## src/rtl/if_fetch.sv

```systemverilog
// Instruction-fetch stage: owns the fetch PC, drives the instruction-memory
// request port, and presents pc/instr/valid to decode with stall and redirect handling.
module if_fetch #(
  parameter int                 ADDR_W    = 32,
  parameter int                 INSTR_W   = 32,
  parameter logic [ADDR_W-1:0]  RESET_PC  = '0,
  parameter logic [ADDR_W-1:0]  PC_STEP   = ADDR_W'(4),
  parameter logic [INSTR_W-1:0] NOP_INSTR = INSTR_W'(32'h0000_0013)
) (
  input  logic               clk,
  input  logic               clr,
  input  logic               stall,
  input  logic               i_redirect_en,
  input  logic [ADDR_W-1:0]  i_redirect_pc,
  output logic               o_imem_req,
  output logic [ADDR_W-1:0]  o_imem_addr,
  input  logic               i_imem_ack,
  input  logic [INSTR_W-1:0] i_imem_rdata,
  output logic [ADDR_W-1:0]  o_pc,
  output logic [INSTR_W-1:0] o_instr,
  output logic               o_valid
);

  localparam logic [1:0] S_FETCH = 2'd0;
  localparam logic [1:0] S_HOLD  = 2'd1;
  localparam logic [1:0] S_KILL  = 2'd2;

  logic [1:0]         state;
  logic [ADDR_W-1:0]  fetch_pc;
  logic [ADDR_W-1:0]  kill_pc;
  logic [ADDR_W-1:0]  buf_pc;
  logic [INSTR_W-1:0] buf_instr;
  logic [ADDR_W-1:0]  pc_p1;
  logic [INSTR_W-1:0] instr_p1;
  logic               vld_p1;
  logic               fetch_ack;

  function automatic logic [ADDR_W-1:0] pc_inc(input logic [ADDR_W-1:0] pc);
    return pc + PC_STEP;
  endfunction

  assign o_imem_req  = !clr && (state == S_FETCH || state == S_KILL);
  assign o_imem_addr = fetch_pc;
  // An ack while no request is outstanding (HOLD) carries nothing for us.
  assign fetch_ack   = i_imem_ack && (state != S_HOLD);

  // Stage p1: registered outputs to decode
  always_ff @(posedge clk) begin
    if (clr) begin
      state     <= S_FETCH;
      fetch_pc  <= RESET_PC;
      kill_pc   <= '0;
      buf_pc    <= '0;
      buf_instr <= '0;
      pc_p1     <= '0;
      instr_p1  <= NOP_INSTR;
      vld_p1    <= 1'b0;
    end else if (i_redirect_en) begin
      pc_p1    <= '0;
      instr_p1 <= NOP_INSTR;
      vld_p1   <= 1'b0;
      // Without an ack the in-flight address must stay put, so park the target.
      if (state == S_HOLD || fetch_ack) begin
        fetch_pc <= i_redirect_pc;
        state    <= S_FETCH;
      end else begin
        kill_pc <= i_redirect_pc;
        state   <= S_KILL;
      end
    end else begin
      case (state)
        S_FETCH: begin
          if (fetch_ack) begin
            if (!stall) begin
              pc_p1    <= fetch_pc;
              instr_p1 <= i_imem_rdata;
              vld_p1   <= 1'b1;
              fetch_pc <= pc_inc(fetch_pc);
            end else begin
              buf_pc    <= fetch_pc;
              buf_instr <= i_imem_rdata;
              state     <= S_HOLD;
            end
          end else if (!stall) begin
            pc_p1    <= '0;
            instr_p1 <= NOP_INSTR;
            vld_p1   <= 1'b0;
          end
        end
        S_HOLD: begin
          if (!stall) begin
            pc_p1    <= buf_pc;
            instr_p1 <= buf_instr;
            vld_p1   <= 1'b1;
            fetch_pc <= pc_inc(fetch_pc);
            state    <= S_FETCH;
          end
        end
        S_KILL: begin
          if (fetch_ack) begin
            fetch_pc <= kill_pc;
            state    <= S_FETCH;
          end
        end
        default: state <= S_FETCH;
      endcase
    end
  end

  assign o_pc    = pc_p1;
  assign o_instr = instr_p1;
  assign o_valid = vld_p1;

endmodule

```

## config.mk

```make
export PLATFORM = sky130hd
export DESIGN_NAME = if_fetch
export DESIGN_NICKNAME = d
export VERILOG_FILES = /design/src/rtl/if_fetch.sv
export SDC_FILE = /design/constraint.sdc
export NUM_CORES = 1
export LEC_CHECK = 0
export CAP_MARGIN = 25
export CORE_UTILIZATION = 68
export CTS_CLUSTER_DIAMETER = 120
export DETAILED_ROUTE_END_ITERATION = 12
export DONT_BUFFER_PORTS = 1
export GPL_TIMING_DRIVEN = 0
export PLACE_DENSITY = 0.93
export SETUP_SLACK_MARGIN = 0.3
export SLEW_MARGIN = 20
export SYNTH_ARGS = -nofsm -noshare
export SYNTH_HDL_FRONTEND = slang
export SYNTH_SLANG_ARGS = --single-unit
export TNS_END_PERCENT = 10
```

## constraint.sdc

```tcl
create_clock -name clk -period 3.4 [get_ports clk]
set_input_delay 0 -clock clk [delete_from_list [all_inputs] [get_ports clk]]
set_output_delay 0 -clock clk [all_outputs]
set_load 0.03 [all_outputs]
```

==> summary.md <==
| Metric | Value |
|---|---|
| Dominant cells by area after synthesis | dfxtp_1 44%, nand2_1 13%, a21oi_1 7.9%, nor2_1 6.7%, a211oi_1 6.4% |
| Worst Setup Slack, final | 0.482 ns |
| Drt drc | 0 |
| I/O Buffers | 0 |
| Final Max Slew Viols | 0 |
| Max incr delay on CP | 0.53 ns |
| Die width | 116 um |
| Final RePlAce weighted congestion | 0.980 |
| Clk_skew | 0.0167 ns |
| Slowest-stage cell, CP | or4b_1 |
| Skew-Pair Late Insertion Delay | 0.45 ns |
| Status | finished clean |
| Setup WS pre-CTS | 0.662 ns |
| Drt first pass iters | 6 |
| Die Footprint | 13400 sq um |
| Buf/Inv on CP | 3 |
| H-tree depth | 4 |
| Synth unique cells | 55 |
| Overall Global Routing Usage | 0.429 |
| R2R setup slack | 0.48 ns |
| HP Class | in -> reg |
| Hold path start | i_redirect_pc[21] |
| Worst EP arrival | 3.21 ns |
| Final HPWL from detailed placement | 19000 um |
| Syn. warnings | 0 |
| Internal power | 3.81 mW |
| Worst flop-to-flop path startpoint | state[0]$_SDFFE_PP0P_ |
| Peak Freq | 343 MHz |
| Clock sink total | 195 |
| Die height | 116 um |
| Final worst-path cycle share | 0.858 |
| Leak | 3.70 nW |
| Slew HR | 0.352 |
| Initial antenna violation count | 1 |
| Clock-pin slew on the worst setup and hold paths | 0.07 ns |
| Largest area contributor in the netlist | dfxtp_1 |
| Number of CTS-inserted buffers | 17 |
| EDFF count, synth | 0 |
| Crit-path most repeated cell | clkbuf_1 |
| Final ANT Viol Nets | 0 |
| Worst hold path depth | 5 |
| Largest net degree at the start of global routing | 17 |
| WL final | 29100 um |
| Top cell type's share of synthesized area | 0.442 |
| Hold Path End | o_imem_addr[21]$_SDFFE_PP0P_ |
| DR iter-0 viols | 1210 |
| Post-synth top flop | dfxtp_1 |
| Layout cell share with drive strength beyond 1 | 0.0357 |
| Max Cap Viol | 0 |
| Area grow syn2layout | 17.0% |
| Core Box Area | 12600 sq um |
| Power, Total | 5.44 mW |
| CP Cell Sequence | inv_1, ha_1, clkbuf_1, or4b_1, o211ai_2, nand2_1, clkbuf_1, a211oi_1, nor3_1 |
| Worst slew pin tran | 0.965 ns |
| CTS tree | built |
| Reg2reg end | o_imem_addr[7]$_SDFFE_PP0P_ |
| Ant. Diodes | 0 |
| CP top delay family | simple AND/OR/NAND/NOR gates |
| Syn_nets | 1289 |
| Stages on worst setup path | 9 |
| Crit end category | flip-flop |
| FFs w/ async S/R, synth | 0 |
| Worst setup SP type | flip-flop |
| Initial core utilization | 0.700 |
| Vias in the first global route | 8914 |
| GRT Residual Overflow | 0 |
| Synthesized flop and latch total | 195 |
| Io pins | 167 |
| Number of setup buffers added after CTS | 0 |
| Number of fill cells | 857 |
| CP max FO | 10 |
| Tmin final | 2.92 ns |
| Part of the power in registers | 0.489 |
| Power per cell area | 527 nW/um^2 |
| Final #Nets | 1377 |
| Seq/Total Area, Yosys | 0.442 |
| Global-route wire length before repair | 44300 um |
| Switching Share | 0.299 |
| Max VDD drop | 0.000309 V |
| Mapped cell area | 8830 sq um |
| Synth Instances | 1216 |
| Row cnt | 41 |
| RSZ-0062 raised after global routing | false |
| Root buffer cell | clkbuf_16 |
| Final setup TNS | 0 ns |
| Final setup fails | 0 |
| Worst EP required | 3.70 ns |
| Vias per cell | 6.43 |
| Synthesized area per cell | 7.26 sq um |
| Cells on worst reg2reg path | 9 |
| Drt wl/cell | 19.6 um |
| Clock network fraction of total power | 0.375 |
| Combinational power share | 0.136 |
| WS Path Type | reg -> reg |
| Total number of vias | 9563 |
| P_sw | 1.63 mW |
| Clock tree buffer depth | 2 |
| Final Hold Fails | 0 |
==> sequential cells by signal (all words and copies together), names as in the netlist <==
register     flops
o_pc            32
o_valid          1
state            2
o_instr         32
kill_pc         32
buf_pc          32
o_imem_addr     32
buf_instr       32
==> cell usage after synthesis, drive strengths merged (4+ instances only) <==
cell and n:
buf 25, ha 4, a311oi 4, nor2 157, and3 6, a211oi 75
o21ai 23, a21o 7, clkbuf 81, mux2i 4, nand2 294, a21oi 140
inv 19, dfxtp 195, nor4 5, nand3 13, or3 4, o31ai 9
nor3 80, nand4 9, a221oi 9, o211ai 10, nand2b 7, nor2b 4
==> cell type report <==
cell class,count,area (sq um),share of cell area
inverter,19,71.3,0.00691
sequential,195,3900,0.378
timing repair buffer,69,691,0.0669
tap,172,215,0.0208
buffer,106,415,0.0402
clock buffer,23,488,0.0473
clock inverter,8,101,0.00982
multi-input combinational,896,4440,0.430
==> layer usage <==
metal  global-route usage  wire [um]  up-vias
li1                     -          -     4351
met1                0.502      10500     4357
met2                0.718      13800      713
met3                0.117       3640      142
met4                0.225       1190        0
met5                    0          0        -
==> how the worst max path moves through the flow <==
stage / startpoint / to / slack [ns]
finish: state[0]$_SDFFE_PP0P_ / o_imem_addr[7]$_SDFFE_PP0P_ / 0.48
global route: state[0]$_SDFFE_PP0P_ / o_imem_addr[8]$_SDFFE_PP0P_ / 0.42
CTS: state[0]$_SDFFE_PP0P_ / o_imem_req / 0.52
detailed placement: o_imem_addr[2]$_SDFFE_PP0P_ / o_imem_addr[18]$_SDFFE_PP0P_ / 0.66
global placement: state[0]$_SDFFE_PP0P_ / o_imem_addr[7]$_SDFFE_PP0P_ / 0.64
floorplan: o_imem_addr[2]$_SDFFE_PP0P_ / o_imem_addr[18]$_SDFFE_PP0P_ / 1.0
==> cells in the final DEF (no fill, tap or decap), drive strengths merged, types with 5 or more instances in the layout <==
cell type / instances
nand2: 294
dfxtp: 195
nor2: 157
a21oi: 140
clkbuf: 105
nor3: 80
a211oi: 75
dlygate4sd3: 69
buf: 24
o21ai: 23
inv: 19
nand3: 13
o211ai: 10
o31ai: 9
nand4: 9
a221oi: 9
nand2b: 7
a21o: 7
and3: 6
clkinv: 6
nor4: 5
==> logic make-up (layout without fill, tap and decap cells) <==
| logic type | count (synthesis) | count (layout) | share of synthesized area |
|---|---|---|---|
| xor+xnor | 1 | 1 | 0.000992 |
| simple gates | 591 | 591 | 0.280 |
| buf+inv | 125 | 225 | 0.0550 |
| flops | 195 | 195 | 0.442 |
| mux | 4 | 4 | 0.00454 |
| compound gates | 296 | 296 | 0.211 |
| fa+ha+maj | 4 | 4 | 0.00567 |
==> stage by stage <==
| stage | utilization | instances | instance area (sq um) | hold WS [ns] |
|---|---|---|---|---|
| finish | 0.818 | 1488 | 10300 | 0.00584 |
| global placement | 0.717 | 1388 | 9040 | 0.137 |
| detailed placement | 0.717 | 1388 | 9040 | 0.142 |
| CTS | 0.818 | 1488 | 10300 | 0.0113 |
| global route | 0.818 | 1488 | 10300 | 0.0204 |
| floorplan | - | 1216 | 8830 | 0.136 |
==> timing repair <==
| action | in CTS | in global routing |
|---|---|---|
| hold buffers | 69 | 0 |
| endpoints found under the setup margin | 0 | 1 |
| resized for setup | 0 | 1 |
| hold endpoints to repair | 127 | 0 |
==> worst min-delay path, stage by stage <==
cell and delay [ns]:
inv_1 0.03, a221oi_1 0.08, o31ai_1 0.10, nor3_1 0.06
a21o_1 0.14
==> power groups by stage <==
stage                     Sequential, mW  Clock [mW]  Combinational (mW)
after CTS                           2.65        2.01               0.703
after detailed placement            2.70           0               0.620
after floorplan                     2.66           0               0.469
after global routing                2.67        2.11               0.799
final                               2.66        2.04               0.739
after global placement              2.70           0               0.606
No activity file was read; power rests on OpenSTA's default activity.
